[config.mk]
export PLATFORM = sky130hd
export DESIGN_NAME = ex_mem_stage
export DESIGN_NICKNAME = d
export VERILOG_FILES = /design/src/rtl/pipe_pkg.sv /design/src/rtl/pipe_skid_buf.sv /design/src/rtl/ex_mem_stage.sv
export SDC_FILE = /design/constraint.sdc
export NUM_CORES = 1
export LEC_CHECK = 0
export BUFFER_PORTS_ARGS = -buffer_cell sky130_fd_sc_hd__buf_4
export CORE_ASPECT_RATIO = 1.1
export CORE_UTILIZATION = 55
export CTS_BUF_LIST = sky130_fd_sc_hd__clkbuf_4 sky130_fd_sc_hd__clkbuf_8
export DETAILED_ROUTE_END_ITERATION = 10
export PLACE_DENSITY = 0.81
export SYNTH_ARGS = -nofsm -noshare
export SYNTH_HDL_FRONTEND = slang
export SYNTH_HIERARCHICAL = 1
export SYNTH_SLANG_ARGS = --single-unit
[constraint.sdc]
create_clock -name clk_i -period 7.93 [get_ports clk_i]
set_clock_uncertainty 0.05 [all_clocks]
set_input_delay 0.793 -clock clk_i [delete_from_list [all_inputs] [get_ports clk_i]]
set_output_delay 0.793 -clock clk_i [all_outputs]
set_load 0.005 [all_outputs]
[src/rtl/pipe_pkg.sv]
// Shared types for the EX/MEM pipeline stage: payload struct and skid-buffer state encoding.
package pipe_pkg;

    localparam int ADDR_W = 32;
    localparam int DATA_W = 32;
    localparam int REG_W  = 5;

    typedef struct packed {
        logic [DATA_W-1:0] alu_result;
        logic [DATA_W-1:0] write_data;
        logic [REG_W-1:0]  rd;
        logic [ADDR_W-1:0] pc_plus4;
        logic              reg_write;
        logic [1:0]        result_src;
        logic              mem_write;
    } ex_mem_t;

    typedef enum logic [1:0] {
        EMPTY = 2'd0,
        ONE   = 2'd1,
        TWO   = 2'd2
    } skid_state_e;

endpackage

[src/rtl/pipe_skid_buf.sv]
// Generic two-entry skid buffer with synchronous flush; head entry is always in main_q.
module pipe_skid_buf
    import pipe_pkg::*;
#(
    parameter int WIDTH = 8
) (
    input  logic             clk_i,
    input  logic             rst_i,
    input  logic             flush_i,
    input  logic             valid_i,
    output logic             ready_o,
    input  logic [WIDTH-1:0] data_i,
    output logic             valid_o,
    input  logic             ready_i,
    output logic [WIDTH-1:0] data_o
);

    skid_state_e      state_q, state_d;
    logic [WIDTH-1:0] main_q, main_d;
    logic [WIDTH-1:0] skid_q, skid_d;
    logic             in_fire_s, out_fire_s;

    assign in_fire_s  = valid_i && ready_o;
    assign out_fire_s = valid_o && ready_i;
    assign data_o     = main_q;

    // State and entry registers.
    always_ff @(posedge clk_i or posedge rst_i) begin
        if (rst_i) begin
            state_q <= EMPTY;
            main_q  <= '0;
            skid_q  <= '0;
        end else begin
            state_q <= state_d;
            main_q  <= main_d;
            skid_q  <= skid_d;
        end
    end

    // Next state and entry movement; flush overrides every transfer.
    always_comb begin
        state_d = state_q;
        main_d  = main_q;
        skid_d  = skid_q;
        if (flush_i) begin
            state_d = EMPTY;
        end else begin
            case (state_q)
                EMPTY: begin
                    if (in_fire_s) begin
                        state_d = ONE;
                        main_d  = data_i;
                    end else begin
                        state_d = EMPTY;
                    end
                end
                ONE: begin
                    if (in_fire_s && out_fire_s) begin
                        state_d = ONE;
                        main_d  = data_i;
                    end else if (in_fire_s) begin
                        state_d = TWO;
                        skid_d  = data_i;
                    end else if (out_fire_s) begin
                        state_d = EMPTY;
                    end else begin
                        state_d = ONE;
                    end
                end
                TWO: begin
                    if (out_fire_s) begin
                        state_d = ONE;
                        main_d  = skid_q;
                    end else begin
                        state_d = TWO;
                    end
                end
                default: begin
                    state_d = EMPTY;
                end
            endcase
        end
    end

    // Handshake outputs decoded from registered state only.
    always_comb begin
        ready_o = 1'b1;
        valid_o = 1'b0;
        case (state_q)
            EMPTY: begin
                ready_o = 1'b1;
                valid_o = 1'b0;
            end
            ONE: begin
                ready_o = 1'b1;
                valid_o = 1'b1;
            end
            TWO: begin
                ready_o = 1'b0;
                valid_o = 1'b1;
            end
            default: begin
                ready_o = 1'b1;
                valid_o = 1'b0;
            end
        endcase
    end

endmodule

[src/rtl/ex_mem_stage.sv]
// EX/MEM pipeline stage: skid-buffered payload with control squashing.
// Optional stall counter output enabled by defining EX_MEM_STALL_CNT_EN.
module ex_mem_stage
    import pipe_pkg::*;
#(
    parameter int ADDRESS_WIDTH  = 32,
    parameter int DATA_WIDTH     = 32,
    parameter int REG_ADDR_WIDTH = 5
) (
    input  logic                      clk_i,
    input  logic                      rst_i,
    input  logic                      flush_i,
    input  logic                      valid_e_i,
    output logic                      ready_e_o,
    input  logic [DATA_WIDTH-1:0]     alu_result_e_i,
    input  logic [DATA_WIDTH-1:0]     write_data_e_i,
    input  logic [REG_ADDR_WIDTH-1:0] rd_e_i,
    input  logic [ADDRESS_WIDTH-1:0]  pc_plus4_e_i,
    input  logic                      reg_write_e_i,
    input  logic [1:0]                result_src_e_i,
    input  logic                      mem_write_e_i,
    output logic                      valid_m_o,
    input  logic                      ready_m_i,
    output logic [DATA_WIDTH-1:0]     alu_result_m_o,
    output logic [DATA_WIDTH-1:0]     write_data_m_o,
    output logic [REG_ADDR_WIDTH-1:0] rd_m_o,
    output logic [ADDRESS_WIDTH-1:0]  pc_plus4_m_o,
    output logic                      reg_write_m_o,
    output logic [1:0]                result_src_m_o,
    output logic                      mem_write_m_o
`ifdef EX_MEM_STALL_CNT_EN
    ,
    output logic [31:0]               stall_cnt_o
`endif
);

    ex_mem_t pay_in_s;
    ex_mem_t pay_out_s;
    logic    valid_s;

    assign pay_in_s.alu_result = alu_result_e_i;
    assign pay_in_s.write_data = write_data_e_i;
    assign pay_in_s.rd         = rd_e_i;
    assign pay_in_s.pc_plus4   = pc_plus4_e_i;
    assign pay_in_s.reg_write  = reg_write_e_i;
    assign pay_in_s.result_src = result_src_e_i;
    assign pay_in_s.mem_write  = mem_write_e_i;

    pipe_skid_buf #(
        .WIDTH ($bits(ex_mem_t))
    ) u_skid (
        .clk_i   (clk_i),
        .rst_i   (rst_i),
        .flush_i (flush_i),
        .valid_i (valid_e_i),
        .ready_o (ready_e_o),
        .data_i  (pay_in_s),
        .valid_o (valid_s),
        .ready_i (ready_m_i),
        .data_o  (pay_out_s)
    );

    assign valid_m_o      = valid_s;
    assign alu_result_m_o = pay_out_s.alu_result;
    assign write_data_m_o = pay_out_s.write_data;
    assign rd_m_o         = pay_out_s.rd;
    assign pc_plus4_m_o   = pay_out_s.pc_plus4;
    assign result_src_m_o = pay_out_s.result_src;
    // A stale head must never write the register file or memory.
    assign reg_write_m_o  = pay_out_s.reg_write && valid_s;
    assign mem_write_m_o  = pay_out_s.mem_write && valid_s;

`ifdef EX_MEM_STALL_CNT_EN
    logic [31:0] stall_cnt_q, stall_cnt_d;

    // Saturating count of cycles the head waits on the memory stage.
    always_comb begin
        stall_cnt_d = stall_cnt_q;
        if (valid_s && !ready_m_i && (stall_cnt_q != 32'hFFFF_FFFF)) begin
            stall_cnt_d = stall_cnt_q + 32'd1;
        end else begin
            stall_cnt_d = stall_cnt_q;
        end
    end

    // Counter register, cleared only by reset.
    always_ff @(posedge clk_i or posedge rst_i) begin
        if (rst_i) begin
            stall_cnt_q <= 32'd0;
        end else begin
            stall_cnt_q <= stall_cnt_d;
        end
    end

    assign stall_cnt_o = stall_cnt_q;
`endif

endmodule

==> impl_metrics.sql, run 1 <==
INSERT INTO impl_metrics (metric_group, metric, value, unit) VALUES
('cts', 'post_cts_resized', '0', ''),
('logic_synthesis', 'synth.most_common_cell', 'sky130_fd_sc_hd__dfrtp_1', ''),
('sta', 'setup_violations', '0', ''),
('cts', 'cts-buffers-inserted', '36', ''),
('cts', 'worstSkewPairLatency', '0.50', 'ns'),
('logic_synthesis', 'yosys_warnings', '6', ''),
('detailed_routing', 'drt_pre_antenna_iters', '9', ''),
('sta', 'timing.fmax', '249', 'MHz'),
('die', 'core_area', '16400', 'um^2'),
('global_routing', 'grt_pass1_vias', '6514', ''),
('sta', 'fin_setup_tns', '0', 'ns'),
('outcome', 'run_status', 'complete, but fails checks', ''),
('min_path', 'worst_hold_path_type', 'in -> async', ''),
('layout', 'antenna_cells', '0', ''),
('pwr', 'seq_power_share', '46.6', '%'),
('die', 'num_rows', '49', ''),
('worst_setup_path', 'worstPathBufferInverterCount', '3', ''),
('logic_synthesis', 'synth_area_per_cell', '12.7', 'um^2'),
('detailed_routing', 'ant_nets', '0', ''),
('cts', 'clock_sink_count', '212', ''),
('logic_synthesis', 'syn_nets', '841', ''),
('worst_setup_path', 'cpPeakStageDelay', '0.87', 'ns'),
('worst_setup_path', 'timing.critical_path.cells', 'inv_1, ha_4, nand2b_4, a2111oi_4, buf_4, buf_4, a21oi_1, a31oi_1', ''),
('placed_design', 'placedCellCount', '1085', ''),
('worst_setup_path', 'most_used_cell_along_the_critical_path', 'sky130_fd_sc_hd__buf_4', ''),
('layout', 'synthToLayoutAreaGrowth', '26.2', '%'),
('sta', 'final.setup.worst_slack', '3.91', 'ns'),
('outcome', 'failed_checks', 'design-rule violations', ''),
('global_routing', 'grt-ovfl-total', '0', ''),
('cts', 'cts-root-to-sink-buffers', '3', ''),
('sta', 'timing.final.hold_violations', '0', ''),
('worst_setup_path', 'cpMaxStageDelayCell', 'sky130_fd_sc_hd__buf_4', ''),
('detailed_routing', 'detailedRoute.firstIterationViolations', '452', ''),
('detailed_routing', 'vias_per_instance', '5.76', ''),
('cts', 'tritoncts', 'done', ''),
('worst_setup_path', 'timing_worst_setup_path_type', 'reg -> reg', ''),
('detailed_routing', 'detailroute.via_count', '6616', ''),
('pwr', 'p_per_area', '328', 'nW/um^2'),
('layout', 'layout-drive-gt1-share', '42.1', '%'),
('pwr', 'peakVddDrop', '0.185', 'mV'),
('logic_synthesis', 'synth-compound-area-share', '13.4', '%'),
('logic_synthesis', 'synth-async-reset-ratio', '100', '%'),
('logic_synthesis', 'synth_cell_type_count', '24', ''),
('detailed_routing', 'drt_drc_violations_left', '18', ''),
('layout', 'register_area', '5310', 'um^2'),
('layout', 'multi_input_area', '3630', 'um^2'),
('logic_synthesis', 'synth_edf_count', '0', ''),
('sta', 'report.final.slew_viol_count', '0', ''),
('sta', 'slew_at_the_pin_closest_to_its_max_slew_limit', '1.08', 'ns'),
('detailed_routing', 'postRouteWirelength', '20800', 'um'),
('logic_synthesis', 'synth_common_cells', 'sky130_fd_sc_hd__dfrtp_1, sky130_fd_sc_hd__a21oi_1, sky130_fd_sc_hd__a31oi_1, sky130_fd_sc_hd__mux2_2, sky130_fd_sc_hd__mux2i_1', ''),
('worst_setup_path', 'setup.worst_path.start_class', 'flip-flop', ''),
('sta', 'worst_slew_margin_rel', '27.8', '%'),
('pwr', 'combPwrFrac', '27.1', '%'),
('pwr', 'netSwitchingFraction', '28.6', '%'),
('logic_synthesis', 'muxShareOfSynthArea', '24.2', '%'),
('logic_synthesis', 'synth_top_family_by_area', 'multiplexers', ''),
('cts', 'cts.htree.levels', '2', ''),
('die', 'fp.dieW', '126', 'um'),
('cts', 'path_clk_slew', '0.06', 'ns'),
('cts', 'cts_setup_buffers', '0', ''),
('logic_synthesis', 'synthXorXnorAreaFrac', '0.0949', '%'),
('logic_synthesis', 'synth_area_leader_cell', 'sky130_fd_sc_hd__dfrtp_1', ''),
('placed_design', 'dp_hpwl', '12500', 'um'),
('die', 'ios', '217', ''),
('worst_setup_path', 'endpoint_kind', 'flip-flop', ''),
('layout', 'finalNetCount', '1034', ''),
('die', 'floorplan.die_area', '17300', 'um^2'),
('global_routing', 'initial_antenna_violation_count', '0', ''),
('placed_design', 'place_worst_setup_slack', '4.06', 'ns'),
('placed_design', 'gp_routability_congestion', '0.748', '');
[cell families after synthesis]
kind of cell	after synthesis
multiplexers	210
XOR/XNOR	1
flip-flops	212
buffers and inverters	73
adder cells (fa/ha/maj)	5
AO/OA/AOI/OAI	215
AND/OR/NAND/NOR	10
[path summary, 6_finish.rpt]
check	startpoint	to	slack [ns]	depth (start not counted)
max	u_skid/state_q[0]	u_skid/data_o[41]	3.91	8
min	rst_i	u_skid/skid_q[75]	0.40	2
max reg2reg	u_skid/state_q[0]	u_skid/data_o[41]	3.91	8
min reg2reg	u_skid/skid_q[16]	u_skid/skid_q[16]	0.45	1
max in group asynchronous	rst_i	u_skid/data_o[96]	5.85	3
min in group clk_i	flush_i	u_skid/state_q[1]	0.45	2
[sequential cells by signal, summed over array words and instances, names as in the netlist]
signal          cells
u_skid/state_q      2
u_skid/data_o     105
u_skid/skid_q     105
[layout make-up]
type / count / area share, %
Sequential cell: 212 / 45.5
Tap cell: 204 / 2.19
Inverter: 4 / 0.193
Clock inverter: 1 / 0.0430
Timing Repair Buffer: 224 / 14.4
Multi-Input combinational cell: 441 / 31.2
Clock buffer: 63 / 6.42
[routing by layer]
layer | vias up | global-route usage [%] | wire length, um
met2 | 200 | 37.8 | 9790
met3 | 39 | 5.36 | 1220
li1 | 3096 | - | -
met5 | - | 0 | 0
met1 | 3281 | 32.3 | 9240
met4 | 0 | 9.15 | 506
[power groups by stage]
| stage | combinational [mW] | sequential [mW] | clock, mW |
|---|---|---|---|
| 2_1_floorplan | 0.588 | 1.75 | 0 |
| 3_3_place_gp | 1.00 | 1.77 | 0 |
| 3_5_place_dp | 1.05 | 1.79 | 0 |
| 4_1_cts | 1.05 | 1.78 | 1.03 |
| 5_1_grt | 1.14 | 1.83 | 1.08 |
| 6_report | 1.04 | 1.78 | 1.00 |
[worst register-to-register path, delay by kind of cell (launching register included)]
family                   cells  cell delay (ns)
AO/OA/AOI/OAI                3             0.84
adder cells (fa/ha/maj)      1             0.44
buffers and inverters        3             1.88
flip-flops                   1             0.38
AND/OR/NAND/NOR              1             0.34
[through the flow]
step,util (%),hold slack [ns],area [um^2],total power [mW]
6_report,71.2,0.399,11700,3.82
5_1_grt,71.2,0.421,11700,4.05
4_1_cts,71.2,0.414,11700,3.85
3_5_place_dp,66.6,0.443,10900,2.83
3_3_place_gp,66.6,0.435,10900,2.77
2_1_floorplan,-,0.429,9230,2.34
[layout by cell type, fill, tap and decap left out]
master	n
sky130_fd_sc_hd__a2111oi_4	1
sky130_fd_sc_hd__nand2b_4	1
sky130_fd_sc_hd__clkbuf_4	19
sky130_fd_sc_hd__nor4_1	1
sky130_fd_sc_hd__mux2_2	105
sky130_fd_sc_hd__nor3_1	1
sky130_fd_sc_hd__ha_4	1
sky130_fd_sc_hd__a222oi_1	1
sky130_fd_sc_hd__a31oi_1	105
sky130_fd_sc_hd__dfrtp_1	212
sky130_fd_sc_hd__xnor2_1	1
sky130_fd_sc_hd__ha_1	4
sky130_fd_sc_hd__mux2i_1	105
sky130_fd_sc_hd__and2_1	2
sky130_fd_sc_hd__nor2b_1	2
sky130_fd_sc_hd__o21a_1	1
sky130_fd_sc_hd__o21ai_4	1
sky130_fd_sc_hd__inv_8	1
sky130_fd_sc_hd__clkinv_2	1
sky130_fd_sc_hd__buf_4	224
sky130_fd_sc_hd__a21oi_1	106
sky130_fd_sc_hd__nand2_1	1
sky130_fd_sc_hd__nand4b_1	1
sky130_fd_sc_hd__nand2b_1	1
sky130_fd_sc_hd__inv_1	3
sky130_fd_sc_hd__clkbuf_8	44
(Power assumes the default switching activity.)
==> run 2, diff against run 1 <==
==> constraint.sdc (replaced) <==
create_clock -name clk_i -period 4.2 [get_ports clk_i]
set_clock_uncertainty 0.05 [all_clocks]
set_input_delay 0.42 -clock clk_i [delete_from_list [all_inputs] [get_ports clk_i]]
set_output_delay 0.42 -clock clk_i [all_outputs]
set_load 0.005 [all_outputs]
==> impl_metrics.sql, run 2 (synthesis results as in run 1) <==
INSERT INTO impl_metrics (metric_group, metric, value, unit) VALUES
('cts', 'tritoncts', 'done', ''),
('placed_design', 'place_worst_setup_slack', '1.45', 'ns'),
('worst_setup_path', 'cp_max_fo', '63', ''),
('worst_setup_path', 'cp.arrival', '3.06', 'ns'),
('layout', 'final_cell_mix', 'sky130_fd_sc_hd__buf_4, sky130_fd_sc_hd__dfrtp_1, sky130_fd_sc_hd__a21oi_1', ''),
('detailed_routing', 'drt_drc_violations_left', '18', ''),
('worst_setup_path', 'timing_worst_setup_path_type', 'reg -> reg', ''),
('die', 'floorplan.die_area', '17300', 'um^2'),
('global_routing', 'initial_antenna_violation_count', '0', ''),
('die', 'core_area', '16400', 'um^2'),
('worst_setup_path', 'endpoint_kind', 'flip-flop', ''),
('die', 'fp.dieW', '126', 'um'),
('die', 'ios', '217', ''),
('layout', 'stdcell_count', '1147', ''),
('worst_setup_path', 'reg2reg_to', 'u_skid/skid_q[90]', ''),
('cts', 'cts_setup_buffers', '0', ''),
('global_routing', 'grt_max_degree', '137', ''),
('pwr', 'p_switching', '2.04', 'mW'),
('sta', 'timing.final.hold_violations', '0', ''),
('sta', 'slew_at_the_pin_closest_to_its_max_slew_limit', '0.808', 'ns'),
('worst_setup_path', 'r2r_cells', '6', ''),
('detailed_routing', 'postRouteWirelength', '20400', 'um'),
('worst_setup_path', 'cp_data_required_time', '4.54', 'ns'),
('cts', 'clock_sink_count', '212', ''),
('cts', 'path_clk_slew', '0.06', 'ns'),
('layout', 'mostFrequentLayoutCell', 'sky130_fd_sc_hd__buf_4', ''),
('outcome', 'run_status', 'complete, but fails checks', ''),
('detailed_routing', 'avgRoutedWirePerCell', '17.8', 'um'),
('sta', 'rsz0062_at_grt', 'no', ''),
('detailed_routing', 'drt_pre_antenna_iters', '10', ''),
('cts', 'cts.hold.buffers_added', '0', ''),
('sta', 'timing.fmax', '367', 'MHz'),
('worst_setup_path', 'r2r_setup_slack', '1.48', 'ns'),
('outcome', 'failed_checks', 'design-rule violations', ''),
('global_routing', 'grt_pass1_wl', '33100', 'um'),
('global_routing', 'grt_pass1_vias', '6518', ''),
('layout', 'synthToLayoutAreaGrowth', '26.5', '%'),
('cts', 'cts-root-to-sink-buffers', '3', ''),
('die', 'chipHeight', '138', 'um'),
('detailed_routing', 'ant_nets', '0', ''),
('cts', 'post_cts_resized', '0', ''),
('layout', 'layout-drive-gt1-share', '42.0', '%'),
('placed_design', 'gp_routability_congestion', '0.759', ''),
('cts', 'cts_root_buf', 'sky130_fd_sc_hd__clkbuf_8', ''),
('die', 'num_rows', '49', ''),
('flow_run', 'maxCapViolCount', '0', ''),
('pwr', 'netSwitchingFraction', '28.6', '%'),
('sta', 'period_share', '64.8', '%'),
('sta', 'fin_setup_tns', '0', 'ns'),
('sta', 'worst_slew_margin_rel', '45.8', '%'),
('detailed_routing', 'vias_per_instance', '5.73', ''),
('die', 'initial_utilization', '56.4', '%'),
('worst_setup_path', 'setup.worst_path.start_class', 'flip-flop', ''),
('global_routing', 'globalRouteTotalUtil', '23.9', '%'),
('global_routing', 'grt-ovfl-total', '0', ''),
('sta', 'report.final.slew_viol_count', '0', ''),
('min_path', 'worst_hold_path_type', 'in -> async', ''),
('pwr', 'p_int', '5.08', 'mW'),
('layout', 'finalNetCount', '1037', ''),
('sta', 'setup_violations', '0', ''),
('placed_design', 'placedCellCount', '1089', ''),
('placed_design', 'place.port_buffers', '216', ''),
('pwr', 'power_leakage', '5.02', 'nW'),
('sta', 'final.setup.worst_slack', '1.48', 'ns'),
('sta', 'final.min_clock_period', '2.72', 'ns'),
('cts', 'cts.htree.levels', '2', ''),
('pwr', 'combPwrFrac', '27.7', '%'),
('placed_design', 'dp_hpwl', '12700', 'um'),
('layout', 'antenna_cells', '0', ''),
('cts', 'worstSkewPairLatency', '0.50', 'ns'),
('pwr', 'finalPower', '7.12', 'mW'),
('pwr', 'peakVddDrop', '0.348', 'mV'),
('sta', 'hold_slack', '0.0350', 'ns'),
('pwr', 'p_per_area', '609', 'nW/um^2'),
('detailed_routing', 'detailedRoute.firstIterationViolations', '535', ''),
('pwr', 'seq_power_share', '47.1', '%'),
('cts', 'cts-buffers-inserted', '35', ''),
('pwr', 'clock_power_share', '25.2', '%'),
('detailed_routing', 'detailroute.via_count', '6578', ''),
('worst_setup_path', 'origin_of_the_critical_flop_to_flop_path', 'u_skid/state_q[1]', '');
[run 2: cell types whose count changed in the layout (fill, tap and decap cells not counted), sizes merged]
cell	delta
clkbuf	-6
inv	-1
clkinvlp	+1
buf	+4
[run 2: critical path, cell delays in order, from the launching register on]
cell,delay (ns)
sky130_fd_sc_hd__dfrtp_1,0.43
sky130_fd_sc_hd__inv_1,0.09
sky130_fd_sc_hd__ha_1,0.34
sky130_fd_sc_hd__nand2_1,0.17
sky130_fd_sc_hd__nand4b_1,0.67
sky130_fd_sc_hd__buf_12,0.49
sky130_fd_sc_hd__mux2_2,0.32
[run 2: worst max path at each step]
| stage | startpoint | to | slack, ns | cells after the start |
|---|---|---|---|---|
| after floorplan | rst_i | u_skid/data_o[0] | 0.97 | 1 |
| after global placement | u_skid/state_q[0] | u_skid/skid_q[96] | 1.52 | 6 |
| after detailed placement | u_skid/state_q[1] | u_skid/skid_q[90] | 1.45 | 6 |
| after CTS | u_skid/state_q[1] | u_skid/skid_q[90] | 1.44 | 6 |
| after global routing | u_skid/state_q[1] | u_skid/skid_q[92] | 1.25 | 6 |
| final | u_skid/state_q[1] | u_skid/skid_q[90] | 1.48 | 6 |
[run 2: area by class of cell]
class	instances	area [um^2]
repair buffers	228	1770
well taps	204	255
flip-flops and latches	212	5310
clock inverters	1	5.00
clock buffers	57	691
multi-input cells	441	3630
inverters	4	18.8
fillers	1174	4690
[run 2: stage by stage]
step                      cell area [um^2]  utilization, %
final                                11700            71.4
after global routing                 11700            71.4
after CTS                            11700            71.4
after detailed placement             11000            67.1
after global placement               11000            67.1
after floorplan                       9240               -
[run 2: layer usage]
metal / share of wire [%] / up-vias / global-route usage [%]
met3: 7.6 / 33 / 6.75
met4: 1.8 / 0 / 7.66
li1: - / 3099 / -
met2: 48 / 195 / 37.8
met1: 43 / 3251 / 32.2
met5: 0 / - / 0
[run 2: power by group through the flow]
stage	Sequential, mW	Clock, mW	Combinational [mW]
5_1_grt	3.46	1.93	2.16
4_1_cts	3.35	1.84	1.99
2_1_floorplan	3.31	0	1.11
6_report	3.35	1.80	1.97
3_5_place_dp	3.37	0	1.98
3_3_place_gp	3.33	0	1.92
==> run 3, diff against run 2 <==
--- a/config.mk
+++ b/config.mk
@@ -5,6 +5,7 @@
 export SDC_FILE = /design/constraint.sdc
 export NUM_CORES = 1
 export LEC_CHECK = 0
+export ABC_AREA = 1
 export BUFFER_PORTS_ARGS = -buffer_cell sky130_fd_sc_hd__buf_4
 export CORE_ASPECT_RATIO = 1.1
 export CORE_UTILIZATION = 55
==> constraint.sdc (replaced) <==
create_clock -name clk_i -period 2.78 [get_ports clk_i]
set_clock_uncertainty 0.05 [all_clocks]
set_input_delay 0.278 -clock clk_i [delete_from_list [all_inputs] [get_ports clk_i]]
set_output_delay 0.278 -clock clk_i [all_outputs]
set_load 0.005 [all_outputs]
==> impl_metrics.sql, run 3 <==
INSERT INTO impl_metrics (metric_group, metric, value, unit) VALUES
('sta', 'worst_slew_margin_rel', '20.3', '%'),
('worst_setup_path', 'cp.arrival', '2.81', 'ns'),
('cts', 'cts-root-to-sink-buffers', '3', ''),
('detailed_routing', 'vias_per_instance', '5.10', ''),
('worst_setup_path', 'r2r_cells', '10', ''),
('global_routing', 'grt_pass1_vias', '9090', ''),
('placed_design', 'placedCellCount', '1665', ''),
('detailed_routing', 'ant_nets', '0', ''),
('sta', 'fin_setup_tns', '0', 'ns'),
('logic_synthesis', 'synth_area_per_cell', '7.52', 'um^2'),
('sta', 'timing.final.hold_violations', '0', ''),
('global_routing', 'grt-ovfl-total', '0', ''),
('cts', 'worstSkewPairLatency', '0.53', 'ns'),
('cts', 'path_clk_slew', '0.06', 'ns'),
('pwr', 'peakVddDrop', '0.488', 'mV'),
('detailed_routing', 'avgRoutedWirePerCell', '15.0', 'um'),
('detailed_routing', 'detailedRoute.firstIterationViolations', '948', ''),
('cts', 'tritoncts', 'done', ''),
('global_routing', 'initial_antenna_violation_count', '0', ''),
('detailed_routing', 'drt_pre_antenna_iters', '6', ''),
('sta', 'slew_at_the_pin_closest_to_its_max_slew_limit', '1.19', 'ns'),
('min_path', 'hold_path_end', 'u_skid/state_q[0]', ''),
('layout', 'fillers', '1181', ''),
('pwr', 'finalPower', '9.94', 'mW'),
('flow_run', 'maxCapViolCount', '0', ''),
('layout', 'final_cell_mix', 'sky130_fd_sc_hd__nand2_1, sky130_fd_sc_hd__buf_4, sky130_fd_sc_hd__dfrtp_1', ''),
('detailed_routing', 'postRouteWirelength', '27500', 'um'),
('logic_synthesis', 'syn-instance-count', '1280', ''),
('worst_setup_path', 'setup.worst_path.start', 'u_skid/state_q[0]', ''),
('die', 'floorplan.die_area', '18000', 'um^2'),
('placed_design', 'gp_routability_congestion', '0.779', ''),
('die', 'core_area', '17100', 'um^2'),
('pwr', 'p_per_area', '760', 'nW/um^2'),
('layout', 'synthToLayoutAreaGrowth', '35.9', '%'),
('min_path', 'min_from', 'valid_e_i', ''),
('worst_setup_path', 'cp_max_fo', '49', ''),
('detailed_routing', 'drt_drc_violations_left', '0', ''),
('sta', 'final.min_clock_period', '2.41', 'ns'),
('die', 'initial_utilization', '56.4', '%'),
('layout', 'finalNetCount', '1690', ''),
('die', 'fp.dieW', '128', 'um'),
('sta', 'timing.fmax', '414', 'MHz'),
('worst_setup_path', 'r2r_setup_slack', '0.37', 'ns'),
('cts', 'cts.htree.levels', '2', ''),
('logic_synthesis', 'synth_area_leader_cell', 'sky130_fd_sc_hd__dfrtp_1', ''),
('logic_synthesis', 'yosys_warnings', '6', ''),
('layout', 'layout-drive-gt1-share', '18.6', '%'),
('layout', 'stdcell_count', '1829', ''),
('worst_setup_path', 'setup.worst_path.start_class', 'flip-flop', ''),
('logic_synthesis', 'share_of_the_yosys_chip_area_belonging_to_registers', '55.1', '%'),
('min_path', 'min_delay_path_depth', '4', ''),
('sta', 'setup_violations', '0', ''),
('logic_synthesis', 'synth_area_leaders', 'sky130_fd_sc_hd__dfrtp_1, sky130_fd_sc_hd__nand2_1, sky130_fd_sc_hd__nand3_1', ''),
('sta', 'period_share', '86.8', '%'),
('logic_synthesis', 'synth_common_cells', 'sky130_fd_sc_hd__nand2_1, sky130_fd_sc_hd__dfrtp_1, sky130_fd_sc_hd__nand3_1, sky130_fd_sc_hd__buf_2, sky130_fd_sc_hd__clkbuf_1', ''),
('layout', 'final_cell_area', '13100', 'um^2'),
('cts', 'cts_root_buf', 'sky130_fd_sc_hd__clkbuf_8', ''),
('worst_setup_path', 'origin_of_the_critical_flop_to_flop_path', 'u_skid/state_q[0]', ''),
('cts', 'cts-buffers-inserted', '35', ''),
('die', 'num_rows', '50', ''),
('logic_synthesis', 'synth_edf_count', '0', ''),
('worst_setup_path', 'cpPeakStageDelay', '0.53', 'ns'),
('global_routing', 'grt_max_degree', '108', ''),
('outcome', 'run_status', 'finished clean', ''),
('worst_setup_path', 'most_used_cell_along_the_critical_path', 'sky130_fd_sc_hd__nand2_1', ''),
('worst_setup_path', 'cp_data_required_time', '3.17', 'ns'),
('cts', 'clock_sink_count', '212', ''),
('logic_synthesis', 'synthesis.area', '9620', 'um^2'),
('detailed_routing', 'detailroute.via_count', '9337', ''),
('pwr', 'power_leakage', '7.40', 'nW'),
('cts', 'cts_setup_buffers', '0', ''),
('sta', 'report.final.slew_viol_count', '0', ''),
('worst_setup_path', 'endpoint_kind', 'flip-flop', ''),
('worst_setup_path', 'reg2reg_to', 'u_skid/data_o[44]', ''),
('logic_synthesis', 'synth-async-reset-ratio', '100', '%'),
('worst_setup_path', 'cpLargestDelayFamily', 'simple AND/OR/NAND/NOR gates', ''),
('sta', 'rsz0062_at_grt', 'no', ''),
('layout', 'antenna_cells', '0', ''),
('logic_synthesis', 'synth.most_common_cell', 'sky130_fd_sc_hd__nand2_1', ''),
('logic_synthesis', 'dominantRegCellSynth', 'sky130_fd_sc_hd__dfrtp_1', ''),
('global_routing', 'grt_pass1_wl', '44500', 'um'),
('worst_setup_path', 'timing_worst_setup_path_type', 'reg -> reg', ''),
('placed_design', 'place.port_buffers', '216', ''),
('layout', 'mostFrequentLayoutCell', 'sky130_fd_sc_hd__nand2_1', ''),
('global_routing', 'globalRouteTotalUtil', '31.0', '%'),
('min_path', 'worst_hold_path_type', 'in -> reg', ''),
('worst_setup_path', 'timing.critical_path.cells', 'inv_1, ha_1, nand2_1, inv_2, nand2_1, nand2_4, nand2_4, buf_4, nand2_1, nand2_1', ''),
('cts', 'post_cts_resized', '0', ''),
('die', 'chipHeight', '141', 'um'),
('worst_setup_path', 'cpMaxStageDelayCell', 'sky130_fd_sc_hd__buf_4', ''),
('die', 'ios', '217', ''),
('logic_synthesis', 'post-synth-top-area-fraction', '55.1', '%'),
('logic_synthesis', 'syn_nets', '1395', ''),
('placed_design', 'dp_hpwl', '14800', 'um'),
('logic_synthesis', 'synth.ff_latch_count', '212', ''),
('placed_design', 'detailed_place.area', '11300', 'um^2'),
('worst_setup_path', 'worstPathBufferInverterCount', '3', ''),
('logic_synthesis', 'synth_cell_type_count', '18', '');
run 3: cell types whose count changed in the layout (fill, tap and decap cells not counted), sizes merged, moves of 3 or more:
cell,previous run,this run
nand2,1,856
dlygate4sd3,0,107
nand3,0,107
a21oi,106,1
a31oi,105,0
mux2,105,0
mux2i,105,0
inv,3,12
clkbuf,57,51
nor2,0,5
clkinvlp,1,4
run 3: worst max path at each step:
stage / end / cells after the start
final: u_skid/data_o[44] / 10
after global placement: u_skid/data_o[56] / 10
after detailed placement: u_skid/data_o[26] / 10
after CTS: u_skid/data_o[26] / 10
after floorplan: u_skid/data_o[0] / 1
after global routing: u_skid/data_o[56] / 10
run 3: cell families (layout without fill, tap and decap cells):
family                     Yosys count  after routing  synth area share [%]
adders and majority gates            5              5                 0.650
DFF                                212            212                  55.1
and+or+nand+nor                    968            968                  39.3
AOI/OAI and AO/OA                    3              3                 0.247
buffers and inverters               92            407                  4.65
run 3: timing repair:
item,CTS,global route
endpoints found under the setup margin,0,0
hold endpoints to repair,112,0
hold buffers,107,0
run 3: stage by stage:
step	util [%]	worst slack, ns	hold slack, ns
final	76.6	0.366	0.0799
after global routing	76.6	0.199	0.101
after CTS	76.6	0.419	0.0563
after detailed placement	66.3	0.464	0.177
after global placement	66.3	0.579	0.176
after floorplan	-	-0.304	0.345
run 3: final cells by class:
class	count	area, um^2	area share [%]
Inverter	14	57.6	0.440
Multi-Input combinational cell	976	3910	29.9
Tap cell	234	293	2.24
Clock buffer	51	614	4.70
Clock inverter	6	62.6	0.478
Timing Repair Buffer	336	2840	21.7
Sequential cell	212	5310	40.6
run 3: report_power, final:
part	total [mW]	switching [mW]	internal, mW
combinational	2.49	1.28	1.20
sequential	4.72	0.616	4.10
clock	2.74	1.23	1.50
run 3: per-layer routing:
| layer | part of all wire, % | track usage (%) | up-vias |
|---|---|---|---|
| met3 | 7.5 | 5.39 | 84 |
| met2 | 49 | 51.7 | 432 |
| met4 | 3.4 | 12.0 | 0 |
| met5 | 0 | 0 | - |
| met1 | 40 | 40.7 | 4327 |
| li1 | - | - | 4494 |
run 3: tightest hold or removal path: cells and delay by family:
kind                   cells  cell delay (ns)
AND/OR/NAND/NOR            2             0.13
buffers and inverters      1             0.11
AO/OA/AOI/OAI              1             0.08
